<file path="src/rtl/adapter_fp_pkg.sv">
// Shared types and constants for the 16-bit adapter FP datapath.
package adapter_fp_pkg;

    localparam int unsigned FP_EXP_W  = 5;
    localparam int unsigned FP_FRAC_W = 10;
    localparam int unsigned FPC_W     = 18;
    localparam int unsigned FP16_W    = 16;

    // FloPoCo exception field encoding
    typedef enum logic [1:0] {
        FPC_ZERO   = 2'b00,
        FPC_NORMAL = 2'b01,
        FPC_INF    = 2'b10,
        FPC_NAN    = 2'b11
    } fpc_exn_e;

    // FloPoCo word layout: {exn, sign, exp, frac}
    typedef struct packed {
        fpc_exn_e                 exn;
        logic                     sign;
        logic [FP_EXP_W-1:0]      exp;
        logic [FP_FRAC_W-1:0]     frac;
    } flopoco16_t;

    localparam logic [FP16_W-1:0] FP16_INF  = 16'h7C00;
    localparam logic [FP16_W-1:0] FP16_QNAN = 16'h7E00;
    localparam logic [FP16_W-1:0] FP16_MAXF = 16'h7BFF;

endpackage

</file>
<file path="src/rtl/fp16_pack_round.sv">
// Combinational FloPoCo-to-binary16 packer with round-to-nearest-even for
// the subnormal path. Optional macro FP16_SATURATE_EN clamps overflow to
// max finite instead of infinity.
module fp16_pack_round
    import adapter_fp_pkg::*;
(
    input  logic [1:0]  exn_i,
    input  logic        sign_i,
    input  logic [4:0]  exp_i,
    input  logic [9:0]  frac_i,
    input  logic [9:0]  sub_mant_i,
    input  logic        guard_i,
    output logic [15:0] word_o,
    output logic        ovf_o,
    output logic        inexact_o,
    output logic        nan_o
);

    logic        rnd;
    logic [14:0] sub_mag;

    // Tie-only rounding: a lone guard bit is exactly half an ulp, so round up only on odd lsb.
    assign rnd     = guard_i & sub_mant_i[0];
    // Carry out of the mantissa lands in the exponent field, giving the min normal.
    assign sub_mag = 15'({5'b0, sub_mant_i}) + 15'(rnd);

    // Select the packed word and event flags by exception class.
    always_comb begin
        word_o    = '0;
        ovf_o     = 1'b0;
        inexact_o = 1'b0;
        nan_o     = 1'b0;
        case (fpc_exn_e'(exn_i))
            FPC_ZERO: word_o = {sign_i, 15'h0000};
            FPC_INF:  word_o = {sign_i, FP16_INF[14:0]};
            FPC_NAN: begin
                word_o = FP16_QNAN;
                nan_o  = 1'b1;
            end
            FPC_NORMAL: begin
                if (exp_i == 5'd31) begin
                    ovf_o = 1'b1;
`ifdef FP16_SATURATE_EN
                    word_o = {sign_i, FP16_MAXF[14:0]};
`else
                    word_o = {sign_i, FP16_INF[14:0]};
`endif
                end else if (exp_i == 5'd0) begin
                    word_o    = {sign_i, sub_mag};
                    inexact_o = guard_i;
                end else begin
                    word_o = {sign_i, exp_i, frac_i};
                end
            end
        endcase
    end

endmodule

</file>
<file path="src/rtl/flopoco_to_fp16_stream.sv">
// Two-stage valid/ready converter from FloPoCo 18-bit words to IEEE binary16,
// with sticky overflow/underflow flags and a saturating NaN counter.
// Optional macro FP16_SATURATE_EN (see fp16_pack_round) selects overflow saturation.
module flopoco_to_fp16_stream
    import adapter_fp_pkg::*;
#(
    parameter int unsigned EXP_W  = 5,
    parameter int unsigned FRAC_W = 10,
    parameter int unsigned CNT_W  = 16
) (
    input  logic             clk,
    input  logic             rst_n,
    input  logic             in_valid,
    output logic             in_ready,
    input  logic [17:0]      in_data,
    output logic             out_valid,
    input  logic             out_ready,
    output logic [15:0]      out_data,
    input  logic             flags_clr,
    output logic             ovf_flag,
    output logic             unf_flag,
    output logic [CNT_W-1:0] nan_count
);

    // Only the binary16 geometry is implemented.
    if (EXP_W != 5) begin : g_exp_chk
        $error("flopoco_to_fp16_stream: EXP_W must be 5");
    end
    if (FRAC_W != 10) begin : g_frac_chk
        $error("flopoco_to_fp16_stream: FRAC_W must be 10");
    end

    flopoco16_t in_w;
    assign in_w = flopoco16_t'(in_data);

    logic             en_q, en_d;
    logic             s1_v_q, s1_v_d;
    fpc_exn_e         s1_exn_q, s1_exn_d;
    logic             s1_sign_q, s1_sign_d;
    logic [4:0]       s1_exp_q, s1_exp_d;
    logic [9:0]       s1_frac_q, s1_frac_d;
    logic [9:0]       s1_sub_q, s1_sub_d;
    logic             s1_guard_q, s1_guard_d;
    logic             s2_v_q, s2_v_d;
    logic [15:0]      out_data_q, out_data_d;
    logic             ovf_q, ovf_d;
    logic             unf_q, unf_d;
    logic [CNT_W-1:0] nan_cnt_q, nan_cnt_d;
    logic [CNT_W-1:0] cnt_base;

    logic        adv1, adv2, take_in, load2;
    logic [15:0] pk_word;
    logic        pk_ovf, pk_inexact, pk_nan;

    // Stall chain; en_q keeps the input closed during and just after reset.
    assign adv2     = !s2_v_q | out_ready;
    assign adv1     = en_q & (!s1_v_q | adv2);
    assign in_ready = adv1;
    assign take_in  = in_valid & adv1;
    assign load2    = s1_v_q & adv2;

    fp16_pack_round u_pack (
        .exn_i      (s1_exn_q),
        .sign_i     (s1_sign_q),
        .exp_i      (s1_exp_q),
        .frac_i     (s1_frac_q),
        .sub_mant_i (s1_sub_q),
        .guard_i    (s1_guard_q),
        .word_o     (pk_word),
        .ovf_o      (pk_ovf),
        .inexact_o  (pk_inexact),
        .nan_o      (pk_nan)
    );

    // Next-state for both pipeline stages and the sticky status.
    always_comb begin
        en_d       = 1'b1;
        s1_v_d     = s1_v_q;
        s1_exn_d   = s1_exn_q;
        s1_sign_d  = s1_sign_q;
        s1_exp_d   = s1_exp_q;
        s1_frac_d  = s1_frac_q;
        s1_sub_d   = s1_sub_q;
        s1_guard_d = s1_guard_q;
        s2_v_d     = s2_v_q;
        out_data_d = out_data_q;
        ovf_d      = flags_clr ? 1'b0 : ovf_q;
        unf_d      = flags_clr ? 1'b0 : unf_q;
        cnt_base   = flags_clr ? '0 : nan_cnt_q;
        nan_cnt_d  = cnt_base;

        if (adv1) begin
            s1_v_d = in_valid;
        end
        if (take_in) begin
            s1_exn_d   = in_w.exn;
            s1_sign_d  = in_w.sign;
            s1_exp_d   = in_w.exp;
            s1_frac_d  = in_w.frac;
            s1_sub_d   = {1'b1, in_w.frac[9:1]};
            s1_guard_d = in_w.frac[0];
        end

        if (adv2) begin
            s2_v_d = s1_v_q;
        end
        // Set events override a simultaneous clear.
        if (load2) begin
            out_data_d = pk_word;
            if (pk_ovf) begin
                ovf_d = 1'b1;
            end
            if (pk_inexact) begin
                unf_d = 1'b1;
            end
            if (pk_nan && (cnt_base != '1)) begin
                nan_cnt_d = cnt_base + CNT_W'(1);
            end
        end
    end

    // State registers; reset discards any in-flight words.
    always_ff @(posedge clk or negedge rst_n) begin
        if (!rst_n) begin
            en_q       <= 1'b0;
            s1_v_q     <= 1'b0;
            s1_exn_q   <= FPC_ZERO;
            s1_sign_q  <= 1'b0;
            s1_exp_q   <= '0;
            s1_frac_q  <= '0;
            s1_sub_q   <= '0;
            s1_guard_q <= 1'b0;
            s2_v_q     <= 1'b0;
            out_data_q <= '0;
            ovf_q      <= 1'b0;
            unf_q      <= 1'b0;
            nan_cnt_q  <= '0;
        end else begin
            en_q       <= en_d;
            s1_v_q     <= s1_v_d;
            s1_exn_q   <= s1_exn_d;
            s1_sign_q  <= s1_sign_d;
            s1_exp_q   <= s1_exp_d;
            s1_frac_q  <= s1_frac_d;
            s1_sub_q   <= s1_sub_d;
            s1_guard_q <= s1_guard_d;
            s2_v_q     <= s2_v_d;
            out_data_q <= out_data_d;
            ovf_q      <= ovf_d;
            unf_q      <= unf_d;
            nan_cnt_q  <= nan_cnt_d;
        end
    end

    assign out_valid = s2_v_q;
    assign out_data  = out_data_q;
    assign ovf_flag  = ovf_q;
    assign unf_flag  = unf_q;
    assign nan_count = nan_cnt_q;

endmodule
</file>
<file path="config.mk">
export PLATFORM = sky130hd
export DESIGN_NAME = flopoco_to_fp16_stream
export DESIGN_NICKNAME = d
export VERILOG_FILES = /design/src/rtl/adapter_fp_pkg.sv /design/src/rtl/fp16_pack_round.sv /design/src/rtl/flopoco_to_fp16_stream.sv
export SDC_FILE = /design/constraint.sdc
export NUM_CORES = 1
export LEC_CHECK = 0
export CAP_MARGIN = 20
export CORE_ASPECT_RATIO = 0.75
export CORE_MARGIN = 2
export CORE_UTILIZATION = 26
export DETAILED_ROUTE_END_ITERATION = 8
export PLACE_DENSITY = 0.43
export SYNTH_ARGS = -nofsm -noshare
export SYNTH_HDL_FRONTEND = slang
export SYNTH_SLANG_ARGS = --single-unit
</file>
<file path="constraint.sdc">
create_clock -name clk -period 2.07 [get_ports clk]
set_input_delay 0.621 -clock clk [delete_from_list [all_inputs] [get_ports clk]]
set_output_delay 0.621 -clock clk [all_outputs]
set_load 0.03 [all_outputs]
</file>
==> results of run 1 <==
## final cells by class
cell class / instances / share of cell area (%)
inverters: 5 / 0.4826
multi-input cells: 187 / 33.72
flip-flops and latches: 56 / 36.10
well taps: 136 / 4.376
clock buffers: 8 / 3.764
repair buffers: 88 / 21.56
## flip-flops by register name, indices dropped and copies added (netlist names)
signal / count
s1_sign_q: 1
s1_sub_q: 2
out_valid: 1
s1_frac_q: 9
s1_v_q: 1
en_q: 1
out_data: 16
s1_exn_q: 2
nan_count: 16
s1_exp_q: 5
unf_flag: 1
ovf_flag: 1
## kinds of logic (layout without fill, tap and decap cells)
kind of cell               count (synthesis)  after routing  synth area share, %
buffers and inverters                     17            101                2.935
DFF                                       56             56                50.56
AOI/OAI and AO/OA                         41             41                9.707
other                                      1              1               0.1353
muxes                                     28             28                11.24
xor gates and xnor gates                  10             10                3.160
adders and majority gates                  2              2               0.9028
and+or+nand+nor                          105            105                21.35
## placed cells by master, fill, tap and decap left out, types with 2 or more instances in the layout
cell type and count:
xnor2_1 8, xor2_1 2, clkbuf_16 5, nand3_2 3
nor2b_1 10, nand2b_1 3, mux2i_1 3, and2_1 3
inv_1 5, nand3_1 6, a21oi_1 9, buf_12 3
and3_1 4, a211oi_1 2, dfrtp_1 54, clkbuf_1 2
dlymetal6s2s_1 3, nand4_1 9, mux2_1 4, clkdlybuf4s50_1 49
nor2b_4 2, nor2_1 20, dlygate4sd2_1 3, nand3b_1 2
mux2_2 21, dfrtp_2 2, o31ai_1 4, o21ai_0 13
buf_4 27, nand2_1 30, o32ai_1 2
## repair_timing
item                       CTS  global route
buffers inserted             2             0
gates resized for setup      6             5
setup endpoints to repair   20            13
pin swaps                    2             2
## where the power goes
| group | switching [mW] | leakage (nW) | internal (mW) |
|---|---|---|---|
| clock network | 0.374 | 0.0712 | 0.484 |
| registers | 0.170 | 0.711 | 1.27 |
| logic | 0.485 | 0.921 | 0.439 |
| total | 1.03 | 1.70 | 2.19 |
## per-layer routing
layer / routed length [um] / GRT usage [%] / vias to the layer above
li1: - / - / 1090
met1: 3829 / 19.82 / 1063
met2: 2791 / 16.30 / 28
met3: 238 / 2.866 / 2
met4: 44 / 2.557 / 0
met5: 0 / 0 / -
## worst min-delay path by stage
| stage | from | end | slack, ns | cells past startpoint |
|---|---|---|---|---|
| 3_5_place_dp | out_data[3] | out_data[3] | 0.47 | 2 |
| 3_3_place_gp | out_data[5] | out_data[5] | 0.47 | 2 |
| 4_1_cts | rst_n | s1_exn_q[0] | 0.20 | 1 |
| 2_1_floorplan | rst_n | en_q | 0.33 | 0 |
| 5_1_grt | rst_n | s1_exn_q[0] | 0.20 | 1 |
| 6_report | rst_n | s1_frac_q[8] | 0.19 | 1 |
==> flow_summary.ini, run 1 <==
[outcome]
status = completed

[power_and_ir_drop]
power_mw = 3.223
power.density_nw_per_um2 = 828.8
leakage_nw = 1.703
ir_drop_v = 0.0004046

[timing]
grt_setup_unrepaired = false
final.setup.tns_ns = 0
setup_viol = 0
whs_ns = 0.1948
layout_setup_ws_ns = 0.03098
skew_ns = 0.004446
finalMaxSlewViolations = 0
period_minus_slack_ns = 2.039
hold_viol = 0
fin_crit_sh_pct = 98.50
max_freq_mhz = 490.4

[detailed_routing]
ant_nets = 0
totalWireLength_um = 6904
remaining_drc_errors = 0
vias = 2183
drtIter0Drc = 125
via_per_inst = 4.548
drt-pass1-iter-count = 4
routedWlPerCell_um = 14.38

[layout]
final_nets = 368
fillers = 1038
regArea_um2 = 1404
diodes = 0
syn_to_final_growth_pct = 40.32
finalCoreUtilization_pct = 37.65
layoutNonFillerInstCount = 480
drive_above_1_share_pct = 21.80
multi_input_area_um2 = 1311
design_area_um2 = 3889

[synthesis]
synth_ff_type = dfrtp_1
ys_ff_latch = 56
syn-instance-count = 260
synth_top_area_share_pct = 50.56
synth_cell_types = 52
synth.cell_area_um2 = 2771
synth_commonest_cells = dfrtp_1 (56), nand2_1 (30), mux2_2 (21), nor2_1 (20), o21ai_0 (13)
synth-edff-count = 0
synth_area_leaders = dfrtp_1 (51%), mux2_2 (8.5%), nand2_1 (4.1%)
syn_nets = 285
yosysMostFrequentCell = dfrtp_1
yosys_warnings = 0
yosysTopAreaCell = dfrtp_1
avgSynthCellArea_um2 = 10.66
synth-seq-area-share_pct = 50.56
async_reset_ff_share_pct = 100.0

[grt]
grt_max_degree = 31
grt_overflow = 0
grt_pass1_wl_um = 10950
grt_usage_pct = 12.32
grt_pass1_vias = 2015
antenna_found_initial = 0

[placed_design]
place_area_um2 = 3720
portBuffers = 58
dp_hpwl_um = 5240
post-place-ws_ns = -0.5435
dpl.cell_count = 470
gp_congestion = 0.7379

[clock_network]
hold_buffers = 0
clock-sinks = 56
cts_tree = built
clkTransAtPathRegs_ns = 0.07
numCtsBuffers = 5
root_buffer = clkbuf_16
cts.htree.levels = 2
clockBufferDepth = 2
clock_latency_ns = 0.29

[floorplan]
core_um2 = 10330
fp.dieW_um = 123.2
pin_count = 59
die_area_um2 = 11510
initial_core_util_pct = 26.83
rows = 32
die_h_um = 93.41

[worst_setup_path]
rr_startpoint = nan_count[1]
critPathKind = reg2out
required_ns = 1.45
critical_path.slowest_cell = clkdlybuf4s50_1
startpoint = nan_count[6]
crit_chain = clkdlybuf4s50_1
timing.rr.end = nan_count[15]
cp_data_arrival_time_ns = 1.42
endpoint = nan_count[6]
cp_max_fo = 5
slowest_delay_ns = 0.70
path_buf_inv = 1
cp_top_family = buffers and inverters
cp.depth = 1
end_kind = output port
reg2reg_slack_ns = 0.22
crit_path_start_kind = flop
worst_r2r_path_depth = 8

[worst_hold_path]
hold_class = in2async

[flow_run]
maxCapViolations = 0
(Power assumes the default switching activity.)
==> run 2: changes to the inputs <==
CORE_MARGIN = unset   (was 2)
==> flow_summary.ini, run 2 (same netlist as run 1, synthesis figures left out) <==
[power_and_ir_drop]
power_mw = 3.236
leakage_nw = 1.697
power.density_nw_per_um2 = 838.7
ir_drop_v = 0.0003237

[worst_setup_path]
crit_chain = clkdlybuf4s50_1
startpoint = nan_count[10]
cp.depth = 1
cp_max_fo = 5
rr_startpoint = nan_count[1]
cp_top_family = buffers and inverters
crit_path_start_kind = flop
slowest_delay_ns = 0.69
critPathKind = reg2out
critical_path.slowest_cell = clkdlybuf4s50_1
path_buf_inv = 1
end_kind = output port
reg2reg_slack_ns = 0.20
worst_r2r_path_depth = 8
timing.rr.end = nan_count[13]
endpoint = nan_count[10]
cp_data_arrival_time_ns = 1.40
required_ns = 1.45

[floorplan]
die_area_um2 = 11080
core_um2 = 10330
die_h_um = 91.41
rows = 32
fp.dieW_um = 121.2
initial_core_util_pct = 26.83
pin_count = 59

[placed_design]
dp_hpwl_um = 4973
post-place-ws_ns = -0.6316
gp_congestion = 0.7430
portBuffers = 58

[grt]
grt.busiest_layer = met1
grt_util_met3_pct = 2.827
grt_pass1_wl_um = 11300
met2_usage_pct = 18.76
grt_overflow = 0
grt_pass1_vias = 2147
antenna_found_initial = 0
grt_max_degree = 57
grt_usage_pct = 13.22
grtUsageMet1_pct = 20.08

[worst_hold_path]
hold_class = in2async

[timing]
hold_viol = 0
fin_crit_sh_pct = 97.44
grt_setup_unrepaired = false
period_minus_slack_ns = 2.017
finalMaxSlewViolations = 0
layout_setup_ws_ns = 0.05302
setup_viol = 0
final.setup.tns_ns = 0
whs_ns = 0.3077
max_freq_mhz = 495.8
skew_ns = 0.006441

[clock_network]
clock-sinks = 56
root_buffer = clkbuf_16
hold_buffers = 0
cts_tree = built
clock_latency_ns = 0.29
clockBufferDepth = 2
cts.htree.levels = 2
clkTransAtPathRegs_ns = 0.07
numCtsBuffers = 5

[detailed_routing]
ant_nets = 0
remaining_drc_errors = 0
via_per_inst = 4.632
vias = 2191
drt-pass1-iter-count = 4
drtIter0Drc = 78
totalWireLength_um = 6732
routedWlPerCell_um = 14.23

[layout]
syn_to_final_growth_pct = 39.23
diodes = 0
final_common_cell = dfrtp_1
final_cell_mix = dfrtp_1 (54), clkdlybuf4s50_1 (47), nand2_1 (30), mux2_2 (21), buf_4 (21)
multi_input_area_um2 = 1328
regArea_um2 = 1404
final_nets = 362
finalCoreUtilization_pct = 37.35
drive_above_1_share_pct = 21.07
fillers = 1047

[outcome]
status = completed

[flow_run]
maxCapViolations = 0
[run 2: cell count changes in the layout (fill, tap and decap cells not counted), sizes merged]
cell           change
dlymetal6s2s       +1
clkbuf             -2
dlygate4sd2        +1
buf                -5
clkdlybuf4s50      -2
[run 2: worst min path at each step]
| stage | depth (start not counted) | endpoint | slack [ns] | from |
|---|---|---|---|---|
| 5_1_grt | 2 | s1_frac_q[1] | 0.35 | rst_n |
| 4_1_cts | 2 | nan_count[11] | 0.34 | rst_n |
| 2_1_floorplan | 0 | en_q | 0.33 | rst_n |
| 6_report | 2 | nan_count[15] | 0.31 | rst_n |
| 3_3_place_gp | 2 | out_data[5] | 0.48 | out_data[5] |
| 3_5_place_dp | 2 | out_data[8] | 0.47 | out_data[8] |
[run 2: what timing repair did]
action	in CTS	in global routing
buffers inserted	1	1
setup endpoints to repair	21	7
resized for setup	10	8
pin swaps	2	1
[run 2: metrics by stage]
step / cells / area (um2)
after floorplan: 260 / 2791
after global placement: 464 / 3662
after detailed placement: 464 / 3662
after CTS: 472 / 3835
after global routing: 473 / 3859
final: 473 / 3859
[run 2: routing by layer]
| layer | share of wire, % | up-vias |
|---|---|---|
| met5 | 0 | - |
| met4 | 0.77 | 0 |
| met3 | 4.5 | 4 |
| met2 | 42 | 47 |
| met1 | 53 | 1072 |
| li1 | - | 1068 |
[run 2: report_power, final]
group | leakage [nW] | internal [mW] | switching [mW]
Clock | 0.0760 | 0.509 | 0.373
Sequential | 0.711 | 1.27 | 0.170
Combinational | 0.911 | 0.431 | 0.483
Total | 1.70 | 2.21 | 1.03
[run 2: cell type report]
| cell class | instances | area share [%] |
|---|---|---|
| clock buffer | 7 | 3.956 |
| sequential | 56 | 36.38 |
| timing repair buffer | 82 | 20.36 |
| multi-input combinational | 187 | 34.40 |
| tap | 136 | 4.410 |
| inverter | 5 | 0.4864 |
==> run 3: changes to the inputs <==
ABC_AREA = 1   (was unset)
==> flow_summary.ini, run 3 <==
[synthesis]
synth_area_leaders = dfrtp_1 (46%), nand2_1 (12%), inv_1 (6.7%)
syn-instance-count = 383
syn_nets = 408
synth-edff-count = 0
synth_ff_type = dfrtp_1
synth_top_area_share_pct = 46.49
synth-seq-area-share_pct = 46.49
yosysTopAreaCell = dfrtp_1
synth_cell_types = 33
synth.cell_area_um2 = 3014
yosys_warnings = 0
yosysMostFrequentCell = nand2_1
ys_ff_latch = 56
avgSynthCellArea_um2 = 7.870
async_reset_ff_share_pct = 100.0
synth_commonest_cells = nand2_1 (96), dfrtp_1 (56), inv_1 (54), nor2_1 (44), nand3_1 (26)

[worst_setup_path]
worst_r2r_path_depth = 9
startpoint = nan_count[9]
cp_top_family = buffers and inverters
rr_startpoint = nan_count[1]
required_ns = 1.45
end_kind = output port
critical_path.slowest_cell = clkdlybuf4s50_1
cp_max_fo = 4
crit_path_start_kind = flop
cp_data_arrival_time_ns = 1.41
path_buf_inv = 1
timing.rr.end = nan_count[3]
critPathKind = reg2out
crit_chain = clkdlybuf4s50_1
cp.depth = 1
slowest_delay_ns = 0.69
reg2reg_slack_ns = 0.25

[grt]
grt_util_met3_pct = 3.030
grt_pass1_wl_um = 13270
grt_pass1_vias = 2684
grt.busiest_layer = met2
grtUsageMet1_pct = 19.40
grt_max_degree = 36
antenna_found_initial = 0
grt_overflow = 0
met2_usage_pct = 22.93
grt_usage_pct = 14.24

[timing]
hold_viol = 0
fin_crit_sh_pct = 98.16
max_freq_mhz = 492.2
layout_setup_ws_ns = 0.03813
final.setup.tns_ns = 0
finalMaxSlewViolations = 0
setup_viol = 0
grt_setup_unrepaired = false
period_minus_slack_ns = 2.032
skew_ns = 0.008331

[layout]
drive_above_1_share_pct = 16.98
finalCoreUtilization_pct = 38.09
final_nets = 507
design_area_um2 = 4230
diodes = 0
final_common_cell = nand2_1
final_cell_mix = nand2_1 (96), dfrtp_1 (56), inv_1 (51), clkdlybuf4s50_1 (46), nor2_1 (42)
syn_to_final_growth_pct = 40.35

[floorplan]
rows = 33
initial_core_util_pct = 27.14
core_um2 = 11110
die_area_um2 = 12030
pin_count = 59
fp.dieW_um = 126.3
die_h_um = 95.25

[placed_design]
gp_congestion = 0.7940
place_area_um2 = 3991
portBuffers = 58
dp_hpwl_um = 5980
post-place-ws_ns = -0.4165

[detailed_routing]
routedWlPerCell_um = 12.76
via_per_inst = 4.345
drtIter0Drc = 103
remaining_drc_errors = 0
ant_nets = 0
drt-pass1-iter-count = 4
totalWireLength_um = 7947
vias = 2707

[outcome]
status = completed

[power_and_ir_drop]
leakage_nw = 2.165
power.density_nw_per_um2 = 771.8
ir_drop_v = 0.0003113

[flow_run]
maxCapViolations = 0

[clock_network]
numCtsBuffers = 5
clkTransAtPathRegs_ns = 0.08
cts_tree = built
root_buffer = clkbuf_16
clockBufferDepth = 2
clock-sinks = 56
clock_latency_ns = 0.30
cts.htree.levels = 2

[worst_hold_path]
hold_class = in2async
-- run 3: power by group --
part / internal, mW / switching, mW / total, mW
clock network: 0.453 / 0.429 / 0.883
logic: 0.416 / 0.582 / 0.998
registers: 1.26 / 0.124 / 1.38
total: 2.13 / 1.14 / 3.26
-- run 3: per-stage QoR --
step	hold slack [ns]	total power, mW	instances
finish	0.2437	3.265	623
floorplan	0.3254	1.940	383
CTS	0.2509	3.302	619
global route	0.2575	3.453	623
detailed placement	0.4726	2.390	609
global placement	0.4683	2.386	609
-- run 3: repair_timing --
action | CTS | global route
pin swaps | 6 | 7
cloned | 0 | 0
buffers inserted | 2 | 4
setup endpoints to repair | 19 | 20
hold buffers | 0 | 0
gates resized for setup | 9 | 16
-- run 3: layout make-up --
class,instances,area [um2]
clock buffers,6,128.9
fillers,1177,6877
well taps,140,175.2
repair buffers,100,923.4
clock inverters,2,16.27
multi-input cells,261,1353
flip-flops and latches,56,1401
inverters,58,232.7
-- run 3: worst max-delay path by stage --
stage | slack (ns) | to
after floorplan | 0.09 | nan_count[7]
after global placement | -0.42 | nan_count[15]
after detailed placement | -0.42 | nan_count[15]
after CTS | -0.09 | in_ready
after global routing | 0.00002 | nan_count[9]
final | 0.04 | nan_count[9]
-- run 3: cells by family (layout without fill, tap and decap cells) --
group / count (synthesis) / in the layout / share of synthesized area (%)
buf+inv: 66 / 166 / 9.672
mux: 1 / 1 / 0.3736
xor+xnor: 9 / 9 / 2.615
other cells: 1 / 1 / 0.1244
flops: 56 / 56 / 46.49
fa+ha+maj: 2 / 2 / 0.8301
compound gates: 48 / 48 / 8.592
simple gates: 200 / 200 / 31.30
-- run 3: per-layer routing --
layer / vias up / routed length [um]
li1: 1412 / -
met1: 1244 / 4079
met2: 42 / 3522
met3: 9 / 263
met4: 0 / 82
met5: - / 0
